[src/rtl/imem_stream_loader_if.sv]
// imem_stream_loader_if: byte-stream valid/ready channel feeding the
// instruction-memory loader. The source drives data/valid/last and the
// loader returns ready.
interface imem_stream_loader_if;
    logic [7:0] in_data;
    logic       in_valid;
    logic       in_last;
    logic       in_ready;

    modport master (output in_data, output in_valid, output in_last, input in_ready);
    modport slave  (input in_data, input in_valid, input in_last, output in_ready);
endinterface

[src/rtl/imem_stream_loader.sv]
// imem_stream_loader: assembles a big-endian byte stream into 32-bit
// instruction words, writes them sequentially into instruction memory and
// holds the CPU stalled until the image is complete.
// Optional feature macro: IMEM_LOADER_CHECKSUM_EN adds a CHECK state that
// compares a trailing XOR checksum byte against the image bytes.
module imem_stream_loader #(
    parameter int unsigned ADDR_WIDTH = 8
) (
    input  logic                  clock,
    input  logic                  reset,
    input  logic                  start,
    imem_stream_loader_if.slave   stream,
    output logic                  imem_we,
    output logic [ADDR_WIDTH-1:0] imem_addr,
    output logic [31:0]           imem_wdata,
    output logic                  cpu_hold,
    output logic                  done,
    output logic                  error,
    output logic [ADDR_WIDTH:0]   words_loaded
);

    localparam int unsigned CW = ADDR_WIDTH + 1;
    localparam logic [ADDR_WIDTH:0] CAPACITY = {1'b1, {ADDR_WIDTH{1'b0}}};

    localparam logic [2:0] S_IDLE  = 3'd0;
    localparam logic [2:0] S_LOAD  = 3'd1;
    localparam logic [2:0] S_DONE  = 3'd2;
    localparam logic [2:0] S_ERROR = 3'd3;
`ifdef IMEM_LOADER_CHECKSUM_EN
    localparam logic [2:0] S_CHECK = 3'd4;
`endif

    logic [2:0]            state, state_nxt;
    logic                  ready_q, ready_nxt;
    logic [1:0]            byte_idx, idx_nxt;
    logic [23:0]           shift_q, shift_nxt;
    logic                  we_nxt;
    logic [ADDR_WIDTH-1:0] addr_nxt;
    logic [31:0]           wdata_nxt;
    logic                  hold_nxt, done_nxt, error_nxt;
    logic [ADDR_WIDTH:0]   words_nxt;
    logic                  fire;
    logic                  idle_like;
    logic [ADDR_WIDTH:0]   pending;
    logic [31:0]           word;
`ifdef IMEM_LOADER_CHECKSUM_EN
    logic [7:0]            xor_q, xor_nxt;
`endif

    assign stream.in_ready = ready_q;
    assign fire      = stream.in_valid && ready_q;
    assign idle_like = (state == S_IDLE) || (state == S_DONE) || (state == S_ERROR);
    // Words written plus the one whose write strobe is in flight this cycle.
    assign pending   = words_loaded + CW'(imem_we);
    assign word      = {shift_q, stream.in_data};

    // Next-state and next-output decode.
    always_comb begin
        state_nxt = state;
        ready_nxt = 1'b0;
        idx_nxt   = byte_idx;
        shift_nxt = shift_q;
        we_nxt    = 1'b0;
        wdata_nxt = imem_wdata;
        hold_nxt  = cpu_hold;
        done_nxt  = done;
        error_nxt = error;
        addr_nxt  = imem_addr;
        words_nxt = words_loaded;
`ifdef IMEM_LOADER_CHECKSUM_EN
        xor_nxt   = xor_q;
`endif

        if (imem_we) begin
            addr_nxt = imem_addr + ADDR_WIDTH'(1);
            if (words_loaded != CAPACITY) begin
                words_nxt = words_loaded + CW'(1);
            end
        end

        case (state)
            S_IDLE: begin
                hold_nxt = 1'b1;
            end
            S_LOAD: begin
                ready_nxt = 1'b1;
                if (fire) begin
                    if (pending == CAPACITY) begin
                        state_nxt = S_ERROR;
                        ready_nxt = 1'b0;
                    end else begin
                        shift_nxt = word[23:0];
                        idx_nxt   = byte_idx + 2'd1;
`ifdef IMEM_LOADER_CHECKSUM_EN
                        xor_nxt   = xor_q ^ stream.in_data;
`endif
                        if (byte_idx == 2'd3) begin
                            we_nxt    = 1'b1;
                            wdata_nxt = word;
                            if (stream.in_last) begin
`ifdef IMEM_LOADER_CHECKSUM_EN
                                state_nxt = S_CHECK;
`else
                                state_nxt = S_DONE;
                                ready_nxt = 1'b0;
`endif
                            end
                        end else if (stream.in_last) begin
                            state_nxt = S_ERROR;
                            ready_nxt = 1'b0;
                        end
                    end
                end
            end
`ifdef IMEM_LOADER_CHECKSUM_EN
            S_CHECK: begin
                ready_nxt = 1'b1;
                if (fire) begin
                    ready_nxt = 1'b0;
                    state_nxt = (stream.in_data == xor_q) ? S_DONE : S_ERROR;
                end
            end
`endif
            S_DONE: begin
                done_nxt = 1'b1;
                hold_nxt = 1'b0;
            end
            S_ERROR: begin
                error_nxt = 1'b1;
                hold_nxt  = 1'b1;
            end
            default: begin
                state_nxt = S_IDLE;
                hold_nxt  = 1'b1;
            end
        endcase

        // A new load can only be launched from a resting state.
        if (start && idle_like) begin
            state_nxt = S_LOAD;
            ready_nxt = 1'b1;
            idx_nxt   = 2'd0;
            hold_nxt  = 1'b1;
            done_nxt  = 1'b0;
            error_nxt = 1'b0;
            addr_nxt  = '0;
            words_nxt = '0;
`ifdef IMEM_LOADER_CHECKSUM_EN
            xor_nxt   = 8'd0;
`endif
        end
    end

    // State and registered outputs with synchronous reset.
    always_ff @(posedge clock) begin
        if (reset) begin
            state        <= S_IDLE;
            ready_q      <= 1'b0;
            byte_idx     <= 2'd0;
            shift_q      <= 24'd0;
            imem_we      <= 1'b0;
            imem_addr    <= '0;
            imem_wdata   <= 32'd0;
            cpu_hold     <= 1'b1;
            done         <= 1'b0;
            error        <= 1'b0;
            words_loaded <= '0;
`ifdef IMEM_LOADER_CHECKSUM_EN
            xor_q        <= 8'd0;
`endif
        end else begin
            state        <= state_nxt;
            ready_q      <= ready_nxt;
            byte_idx     <= idx_nxt;
            shift_q      <= shift_nxt;
            imem_we      <= we_nxt;
            imem_addr    <= addr_nxt;
            imem_wdata   <= wdata_nxt;
            cpu_hold     <= hold_nxt;
            done         <= done_nxt;
            error        <= error_nxt;
            words_loaded <= words_nxt;
`ifdef IMEM_LOADER_CHECKSUM_EN
            xor_q        <= xor_nxt;
`endif
        end
    end

endmodule

[src/flat_wrapper.sv]
// flat-port wrapper written by rule: the top's interface ports become plain ports
module imem_stream_loader_flat 
#(
    parameter int unsigned ADDR_WIDTH = 8
)
  (clock, reset, start, imem_we, imem_addr, imem_wdata, cpu_hold, done, error, words_loaded, stream_in_data, stream_in_valid, stream_in_last, stream_in_ready);
  imem_stream_loader_if stream_i ();
  input  logic clock;
  input  logic reset;
  input  logic start;
  output logic imem_we;
  output logic [ADDR_WIDTH-1:0] imem_addr;
  output logic [31:0] imem_wdata;
  output logic cpu_hold;
  output logic done;
  output logic error;
  output logic [ADDR_WIDTH:0] words_loaded;
  input wire logic [$bits(stream_i.in_data)-1:0] stream_in_data;
  input wire logic [$bits(stream_i.in_valid)-1:0] stream_in_valid;
  input wire logic [$bits(stream_i.in_last)-1:0] stream_in_last;
  output wire logic [$bits(stream_i.in_ready)-1:0] stream_in_ready;
  assign stream_i.in_data = stream_in_data;
  assign stream_i.in_valid = stream_in_valid;
  assign stream_i.in_last = stream_in_last;
  assign stream_in_ready = stream_i.in_ready;
  imem_stream_loader #(.ADDR_WIDTH(ADDR_WIDTH)) u_core (.clock(clock), .reset(reset), .start(start), .stream(stream_i), .imem_we(imem_we), .imem_addr(imem_addr), .imem_wdata(imem_wdata), .cpu_hold(cpu_hold), .done(done), .error(error), .words_loaded(words_loaded));
endmodule
[config.mk]
export PLATFORM = sky130hd
export DESIGN_NAME = imem_stream_loader_flat
export DESIGN_NICKNAME = d
export VERILOG_FILES = /design/src/rtl/imem_stream_loader_if.sv /design/src/rtl/imem_stream_loader.sv /design/src/flat_wrapper.sv
export SDC_FILE = /design/constraint.sdc
export NUM_CORES = 1
export LEC_CHECK = 0
export CELL_PAD_IN_SITES_DETAIL_PLACEMENT = 0
export CELL_PAD_IN_SITES_GLOBAL_PLACEMENT = 1
export CORE_MARGIN = 2
export CORE_UTILIZATION = 39
export DETAILED_ROUTE_END_ITERATION = 8
export GPL_ROUTABILITY_DRIVEN = 0
export PLACE_DENSITY_LB_ADDON = 0.1
export SLEW_MARGIN = 20
export SYNTH_ARGS = -nofsm -noshare
export SYNTH_HDL_FRONTEND = slang
export SYNTH_SLANG_ARGS = --single-unit
export TNS_END_PERCENT = 10
[constraint.sdc]
create_clock -name clock -period 2.4 [get_ports clock]
set_input_delay 0.24 -clock clock [delete_from_list [all_inputs] [get_ports clock]]
set_output_delay 0.24 -clock clock [all_outputs]
set_load 0.01 [all_outputs]
# [Word-level counts from Yosys, hierarchy flattened]
# Cells that the tools add are included.
[word_totals] input_bits=13 reg_bits=83 word_cells=58 out_inout_bits=54
[op_classes] eq_ne=11 n_mux=14 addsub=4 reduce_logical=13 bitwise=4
[op_table] operator="$mux W3" count=5
[op_table] operator="$add A9 B1 Y9" count=1
[op_table] operator="$add A9 B1 Y9 const B" count=1
[op_table] operator="$eq A9 B9 Y1 const B" count=1
[op_table] operator="$ne A9 B9 Y1 const B" count=1
[op_table] operator="$reduce_and A3 Y1" count=3
[op_table] operator="$add A8 B1 Y8 const B" count=1
[op_table] operator="$mux W1" count=7
[op_table] operator="$eq A3 B2 Y1 const B" count=2
[op_table] operator="$pmux W3 S2" count=1
[op_table] operator="$ne A2 B1 Y1 const B" count=2
[op_table] operator="$ne A4 B2 Y1 const B" count=1
[op_table] operator="$not A1 Y1" count=4
[op_table] operator="$reduce_and A4 Y1" count=1
[op_table] operator="$reduce_or A4 Y1" count=1
[op_table] operator="$eq A3 B1 Y1 const B" count=1
[op_table] operator="$logic_not A3 Y1" count=1
[op_table] operator="$ne A3 B1 Y1 const B" count=1
[op_table] operator="$ne A3 B2 Y1 const B" count=1
[op_table] operator="$reduce_or A3 Y1" count=1
[op_table] operator="$add A2 B1 Y2 const B" count=1
[op_table] operator="$eq A2 B2 Y1 const B" count=1
[op_table] operator="$logic_and A1 B1 Y1" count=2
[op_table] operator="$logic_or A1 B1 Y1" count=2
[op_table] operator="3 further kinds" count=3

# [Logic depth before layout (Yosys ltp)]
# Gate-level depths: netlist (run 1).
[depth] depth_word=6 mapped_depth=8 depth_no_buf=6

# [Worst setup path before layout (run 1)]
# Ideal clock, no wire load.
[synth_path] kind="register to register" start="register u_core.words_loaded[0]" end="register u_core.imem_wdata[10]" slack_ns=0.270 path_stages_with_launch=7 synth_period_minus_slack_ns=2.130 required_time_ns=2.328 setup_ns=0.072 arrival_time_ns=2.059 cell_sequence="dfxtp_1 -> ha_1 -> ha_1 -> or3_4 -> o31ai_4 -> buf_8 -> mux2i_1"
[synth_between] elab_chain_cells=4
[synth_lines] item="from (decl)" line="imem_stream_loader.sv:19" text="output logic [ADDR_WIDTH:0] words_loaded"
[synth_lines] item="from (signal assigned)" line="imem_stream_loader.sv:182" text="words_loaded <= words_nxt;"
[synth_lines] item="$add A9 B1 Y9" line="imem_stream_loader.sv:54" text="assign pending = words_loaded + CW'(imem_we);"
[synth_lines] item="$eq A9 B9 Y1" line="imem_stream_loader.sv:88" text="if (pending == CAPACITY) begin"
[synth_lines] item="$not A1 Y1 (no source line)"
[synth_lines] item="$reduce_and A4 Y1 (no source line)"
[synth_lines] item="to (signal assigned)" line="imem_stream_loader.sv:178" text="imem_wdata <= wdata_nxt;"
[synth_lines] item="to (decl)" line="imem_stream_loader.sv:15" text="output logic [31:0] imem_wdata,"
# No other way between the ends.
# A chain may end at the register's enable or synchronous reset.

# [Final worst setup path (run 1)]
[layout_path] start="register u_core.words_loaded[0]" end="register u_core.imem_wdata[23]"
# The elaborated chain is that of the path after synthesis.

==> flow_metrics.tcl, run 1 <==
set metrics [dict create \
    slew_headroom_pct 66.8 \
    track_usage_pct 14.8 \
    synth_cell_type_count 39 \
    path_max_fanout 15 \
    finalHoldViolCount 0 \
    postCtsSetupBuffers 0 \
    antenna_found_initial 0 \
    grt_first_pass_wirelength_mm 10.5 \
    holdPathEnd "u_core.imem_wdata[17]" \
    slew_viol_final 0 \
    hold_start "u_core.imem_wdata[17]" \
    setup_viol 0 \
    grt_pass1_vias 2148 \
    final_cells 503 \
    wl_mm 6.61 \
    core_sq_mm 0.00826 \
    die_area_sq_mm 0.00929 \
    h-tree-depth 3 \
    die_w_microns 96.4 \
    synth_area_per_cell_sq_um 10.1 \
    syn_inst 329 \
    row_count 33 \
    r2r_setup_slack_ps 190 \
    total_power_mw 2.40 \
    worst_r2r_startpoint "u_core.words_loaded[0]" \
    clock_latency_ps 340 \
    rr_endpoint "u_core.imem_wdata[23]" \
    worstSetupPathType "reg2reg" \
    max_freq_mhz 452 \
    ff2ff_path_depth 7 \
    required_ps 2670 \
    dp_hpwl_mm 4.28 \
    dp_cells 487 \
    cts_resized 0 \
    clock_sinks 82 \
    drt_pass1_iterations 4 \
    die_h_microns 96.4 \
    cts_tree "yes" \
    finClkSkew_ps 7.57 \
    syn_nets 348 \
    worst_ir_drop_vdd_mv 0.224 \
    synthTopCellsByArea "dfxtp_1 (49%), mux2i_1 (18%), nand2_1 (8.5%)" \
    pin_count 67 \
    grt_max_degree 65 \
    async_flop_share_pct 0 \
    antennaDiodeCount 0 \
    grt_setup_unrepaired "false" \
    status "complete, no violations" \
    seq_area_frac_synth_pct 49.3 \
    layout.nets 413 \
    dp_slack_ps 171 \
    fillerInstances 784 \
    final_antenna_net_count 0 \
    wl_per_cell_microns 13.1 \
    synth_edf_count 0 \
    cpPeakStageDelay_ps 360 \
    crit_path_end_kind "flop" \
    path_clk_slew_ps 80 \
    tightest_slew_ps 498 \
    fin_ws_ps 190 \
    cts_root_buf "clkbuf_8" \
    final_layout_size_suffix_gt1_share_pct 8.79 \
    start_util_pct 40.3 \
    drv_cap 0 \
    mappedNetlistArea_sq_mm 0.00333 \
    yosys-top-cells-count "dfxtp_1 (82), nand2_1 (75), mux2i_1 (60), nor2_1 (27), clkbuf_1 (10)" \
    synth_top_cell_area_share_pct 49.3 \
    fin_crit_sh_pct 92.1 \
    clockBufferDepth 2 \
    area_growth_pct 28.8 \
    hold_buffers 0 \
    worstPathArrival_ps 2480 \
    post-route-min-period_ps 2210 \
    min_path_cells 2 \
    yosysMostFrequentCell "dfxtp_1" \
    yosys_warnings 0 \
    start_kind "flop" \
    critical_path.slowest_cell "dfxtp_2" \
    via_per_inst 4.75 \
    ys_ff_latch 82 \
    post-route-util_pct 51.9 \
    grt_overflow_total 0 \
    hold_path_class "reg2reg" \
    routed-via-count 2388 \
    post-route-drc-count 0 \
    drt-initial-drc-count 107 \
    crit_chain "ha_2, ha_1, xor2_1, or3_4, o31ai_4, clkbuf_16, mux2i_1" \
    port_buffers 66 \
    power.density_mw_per_mm2 561 \
    power_leakage_nw 1.68 \
    yosys.area.top_type "dfxtp_1" \
    synth-main-ff-cell "dfxtp_1" \
    fin_setup_tns_ps 0 \
    cts_buffers 9 \
]
## registers in the layout, summed over array words and instances (netlist names), 2 cells and up
register	flops
u_core.state	2
u_core.shift_q	24
u_core.imem_wdata	32
u_core.byte_idx	2
u_core.imem_addr	8
u_core.words_loaded	9
## final cells by class
type	count	area (sq um)	share of cell area [%]
multi-input cells	224	1550	36.2
clock inverters	5	56.3	1.31
inverters	5	18.8	0.438
well taps	105	131	3.06
clock buffers	10	128	2.98
flip-flops and latches	82	1640	38.3
repair buffers	72	761	17.7
## routing by layer
layer | global-route usage, % | share of wire [%] | wire length (microns) | up-vias
li1 | - | - | - | 1242
met1 | 22.1 | 54 | 3560 | 1100
met2 | 19.6 | 42 | 2770 | 39
met3 | 3.41 | 3.0 | 197 | 7
met4 | 7.39 | 1.2 | 82 | 0
met5 | 0 | 0 | 0 | -
## how the worst max path moves through the flow
| stage | endpoint | cells past startpoint | startpoint |
|---|---|---|---|
| after floorplan | u_core.imem_wdata[10] | 6 | u_core.words_loaded[0] |
| after detailed placement | u_core.imem_wdata[19] | 7 | u_core.words_loaded[0] |
| after global routing | u_core.imem_wdata[28] | 7 | u_core.words_loaded[0] |
| final | u_core.imem_wdata[23] | 7 | u_core.words_loaded[0] |
| after global placement | u_core.imem_wdata[17] | 7 | u_core.words_loaded[0] |
| after CTS | u_core.imem_wdata[27] | 7 | u_core.words_loaded[0] |
## stage by stage
stage / cell area, sq um / hold WS [ps]
2_1_floorplan: 3330 / 312
3_3_place_gp: 4080 / 446
3_5_place_dp: 4080 / 449
4_1_cts: 4260 / 457
5_1_grt: 4290 / 462
6_report: 4290 / 459
## layout by cell type (no fill, tap or decap), drive strengths merged, types with 2 or more instances in the layout
cell	instances
clkdlybuf4s50	66
mux2i	60
ha	6
nand4	5
nor2	27
xnor2	8
o21ai	2
nand2b	3
a31oi	2
clkinv	3
a21oi	3
clkbuf	11
xor2	7
nor3	2
nand2	75
nand3b	2
inv	5
and4	2
o31ai	2
dfxtp	82
buf	5
a41oi	2
nand3	3
## critical path: cells and delay by family (launching register included)
family	cells	cell delay (ps)
simple gates	1	360
mux	1	190
xor+xnor	1	160
fa+ha+maj	2	430
flops	1	360
buf+inv	1	270
compound gates	1	360
## where the power goes
group	switching (mW)	internal, mW	total, mW
clock network	0.470	0.474	0.944
registers	0.00382	1.37	1.37
logic	0.0506	0.0402	0.0908
total	0.524	1.88	2.40
## cell families after synthesis
group,Yosys count,share of synthesized area [%]
compound gates,18,5.00
xor+xnor,15,3.95
simple gates,125,16.8
flops,82,49.3
fa+ha+maj,6,2.26
mux,60,18.0
buf+inv,23,4.62
Power figures use the tool's default switching activity.
==> inputs of run 2 (changes only) <==
- ABC_AREA: unset -> 1
- CORE_UTILIZATION: 39 -> 38
- CTS_CLUSTER_SIZE: unset -> 10
==> run 2 against run 1 <==
- synthesized area grew 7.1%
- core utilization shrank 3.7 points
- critical path depth grew 4
- clock skew grew 7.5 ps
- maximum frequency grew 2.4%
- sequential share of layout area shrank 1.1 points
- clock-buffer cell count is the same
- setup slack gained 52 ps
- largest power group unchanged
==> flow_metrics.tcl, run 2 <==
set metrics [dict create \
    power.density_mw_per_mm2 543 \
    holdWs_ps 236 \
    mappedNetlistArea_sq_mm 0.00356 \
    fin_crit_sh_pct 89.9 \
    comb_power_share_pct 4.2 \
    hold_buffers 0 \
    cp_top_family "simple AND/OR/NAND/NOR gates" \
    finClkSkew_ps 15.1 \
    dp_hpwl_mm 5.55 \
    synth_area_per_cell_sq_um 8.16 \
    synth-main-ff-cell "dfxtp_1" \
    final_layout_size_suffix_gt1_share_pct 18.5 \
    final_cell_mix "nand2_1 (108), dfxtp_1 (82), clkdlybuf4s50_1 (65), a21oi_1 (43), nand3_1 (34)" \
    setup_viol 0 \
    critical_path.slowest_cell "dfxtp_1" \
    async_flop_share_pct 0 \
    grt_max_degree 58 \
    slew_headroom_pct 48.6 \
    layout.nets 517 \
    path_max_fanout 25 \
    postCtsSetupBuffers 0 \
    drv_cap 0 \
    slew_viol_final 0 \
    syn_inst 437 \
    swShare_pct 25.5 \
    largest_register_ff_count 32 \
    crit_chain "ha_1, ha_1, or2_1, nor2_1, nand2_1, nor2_2, nand2_4, nand3_4, buf_12, nand2_1, a21oi_2" \
    hold_path_class "in2reg" \
    clock_latency_ps 350 \
    syn_nets 456 \
    synth_top_cell_area_share_pct 46.1 \
    area_growth_pct 23.8 \
    p_switching_mw 0.611 \
    seq_area_frac_synth_pct 46.1 \
    crit_cells 11 \
    cpPeakStageDelay_ps 340 \
    post-route-min-period_ps 2160 \
    port_buffers 66 \
    antennaDiodeCount 0 \
    clock_sinks 82 \
    top_register "u_core.imem_wdata" \
    cts_buffers 9 \
    row_count 35 \
    required_ps 2680 \
    grt_pass1_vias 2805 \
    track_usage_pct 17.2 \
    grt_overflow_total 0 \
    worst_ir_drop_vdd_mv 0.239 \
    ys_ff_latch 82 \
    grt_first_pass_wirelength_mm 13.9 \
    clockBufferDepth 2 \
    pwr-share-seq_pct 57.2 \
    start_util_pct 38.9 \
    cts_root_buf "clkbuf_8" \
    fillerInstances 928 \
    p_int_mw 1.79 \
    rr_endpoint "u_core.imem_wdata[23]" \
    power_leakage_nw 1.50 \
    synth_edf_count 0 \
    h-tree-depth 3 \
    via_per_inst 4.80 \
    synthTopCellsByArea "dfxtp_1 (46%), nand2_1 (11%), a21oi_2 (7.4%)" \
    crit_path_start "u_core.words_loaded[0]" \
    cts_tree "yes" \
    die_h_microns 101 \
    path_clk_slew_ps 90 \
    final_common_cell "nand2_1" \
    drt_pass1_iterations 4 \
    p_clk_share_pct 38.6 \
    yosys-top-cells-count "nand2_1 (108), dfxtp_1 (82), a21oi_1 (43), nand3_1 (34), nand2_2 (31)" \
    post-route-drc-count 0 \
    max_freq_mhz 463 \
    status "complete, no violations" \
    worst_r2r_startpoint "u_core.words_loaded[0]" \
    wl_mm 8.17 \
    critPathCapture "u_core.imem_wdata[23]" \
    tightest_slew_ps 771 \
    finalHoldViolCount 0 \
    yosysMostFrequentCell "nand2_1" \
    die_area_sq_mm 0.0102 \
    yosys_warnings 0 \
    synth_cell_type_count 28 \
    r2r_setup_slack_ps 240 \
    worstPathArrival_ps 2440 \
    path_buf_inv 1 \
    pin_count 67 \
    core_sq_mm 0.00915 \
    die_w_microns 101 \
    grt_setup_unrepaired "false" \
    antenna_found_initial 0 \
    reg_top3 "u_core.imem_wdata (32), u_core.shift_q (24), u_core.words_loaded (9)" \
    ff2ff_path_depth 11 \
    final_antenna_net_count 0 \
    yosys.area.top_type "dfxtp_1" \
    crit_path_end_kind "flop" \
    drt-initial-drc-count 108 \
    fin_setup_tns_ps 0 \
    worstSetupPathType "reg2reg" \
    start_kind "flop" \
    wl_per_cell_microns 13.3 \
    routed-via-count 2945 \
]
## run 2: cell types whose count changed in the layout (fill, tap and decap cells not counted), moves of 3 or more
cell	previous run	this run
nand2_2	0	31
nand2_1	75	108
a21oi_1	3	43
nor2_2	0	3
mux2i_1	60	0
xnor2_1	8	0
a21oi_2	0	30
o21ai_0	2	6
nand2b_1	3	0
nand3_1	3	34
nand4_1	4	0
nor3_1	2	8
inv_1	4	23
## run 2: power groups by stage
stage / clock [mW] / combinational (mW) / sequential (mW)
detailed placement: 0 / 0.100 / 1.40
finish: 0.925 / 0.0998 / 1.37
CTS: 0.956 / 0.101 / 1.37
floorplan: 0 / 0.0595 / 1.40
global placement: 0 / 0.101 / 1.40
global route: 1.01 / 0.110 / 1.37
## run 2: layout make-up
type                    instances  area (sq um)  share of cell area, %
clock inverters                 6          48.8                   1.11
inverters                      26           105                   2.38
clock buffers                  10           128                   2.89
well taps                     111           139                   3.15
repair buffers                 71           706                   16.0
multi-input cells             308          1640                   37.3
flip-flops and latches         82          1640                   37.2
## run 2: what timing repair did
item / CTS / global route
gates resized for setup: 0 / 1
endpoints found under the hold margin: 0 / 0
endpoints found under the setup margin: 0 / 29
## run 2: kinds of logic (layout without fill, tap and decap cells)
kind of cell / after synthesis / count (layout) / synth area share, %
AOI/OAI and AO/OA: 81 / 81 / 14.6
xor gates and xnor gates: 6 / 6 / 1.47
adders and majority gates: 6 / 6 / 2.11
buffers and inverters: 47 / 113 / 7.83
DFF: 82 / 82 / 46.1
and+or+nand+nor: 215 / 215 / 27.9
## run 2: worst reg2reg max path, cell delays in order (launching register included)
cell	delay (ps)
dfxtp_1	340
ha_1	200
ha_1	260
or2_1	200
nor2_1	100
nand2_1	70
nor2_2	130
nand2_4	170
nand3_4	200
buf_12	200
nand2_1	100
a21oi_2	130
## run 2: worst min-delay path by stage
stage                                    from               endpoint  slack (ps)  cells after the start
after floorplan                         reset         u_core.imem_we         340                      1
after detailed placement  u_core.imem_addr[7]    u_core.imem_addr[7]         460                      2
final                                   reset        u_core.cpu_hold         240                      3
after CTS                               reset        u_core.cpu_hold         240                      3
after global placement     u_core.shift_q[19]  u_core.imem_wdata[27]         460                      2
after global routing                    reset        u_core.cpu_hold         270                      3
## run 2: per-layer routing
layer	vias up	part of all wire (%)	routed length [microns]	global-route usage [%]
met3	9	4.7	382	3.61
met5	-	0	0	0
met1	1342	51	4130	24.9
met4	0	1.4	117	6.64
li1	1536	-	-	-
met2	58	43	3540	24.9
## run 2: per-stage QoR
stage | cell area (sq um) | util (%) | total power [mW] | std cells | worst slack (ps)
global placement | 4230 | 46.2 | 1.50 | 598 | 285
global route | 4410 | 48.2 | 2.49 | 614 | 8.49
finish | 4410 | 48.2 | 2.40 | 614 | 242
floorplan | 3560 | - | 1.46 | 437 | 504
detailed placement | 4230 | 46.2 | 1.50 | 598 | 217
CTS | 4410 | 48.2 | 2.43 | 614 | 209
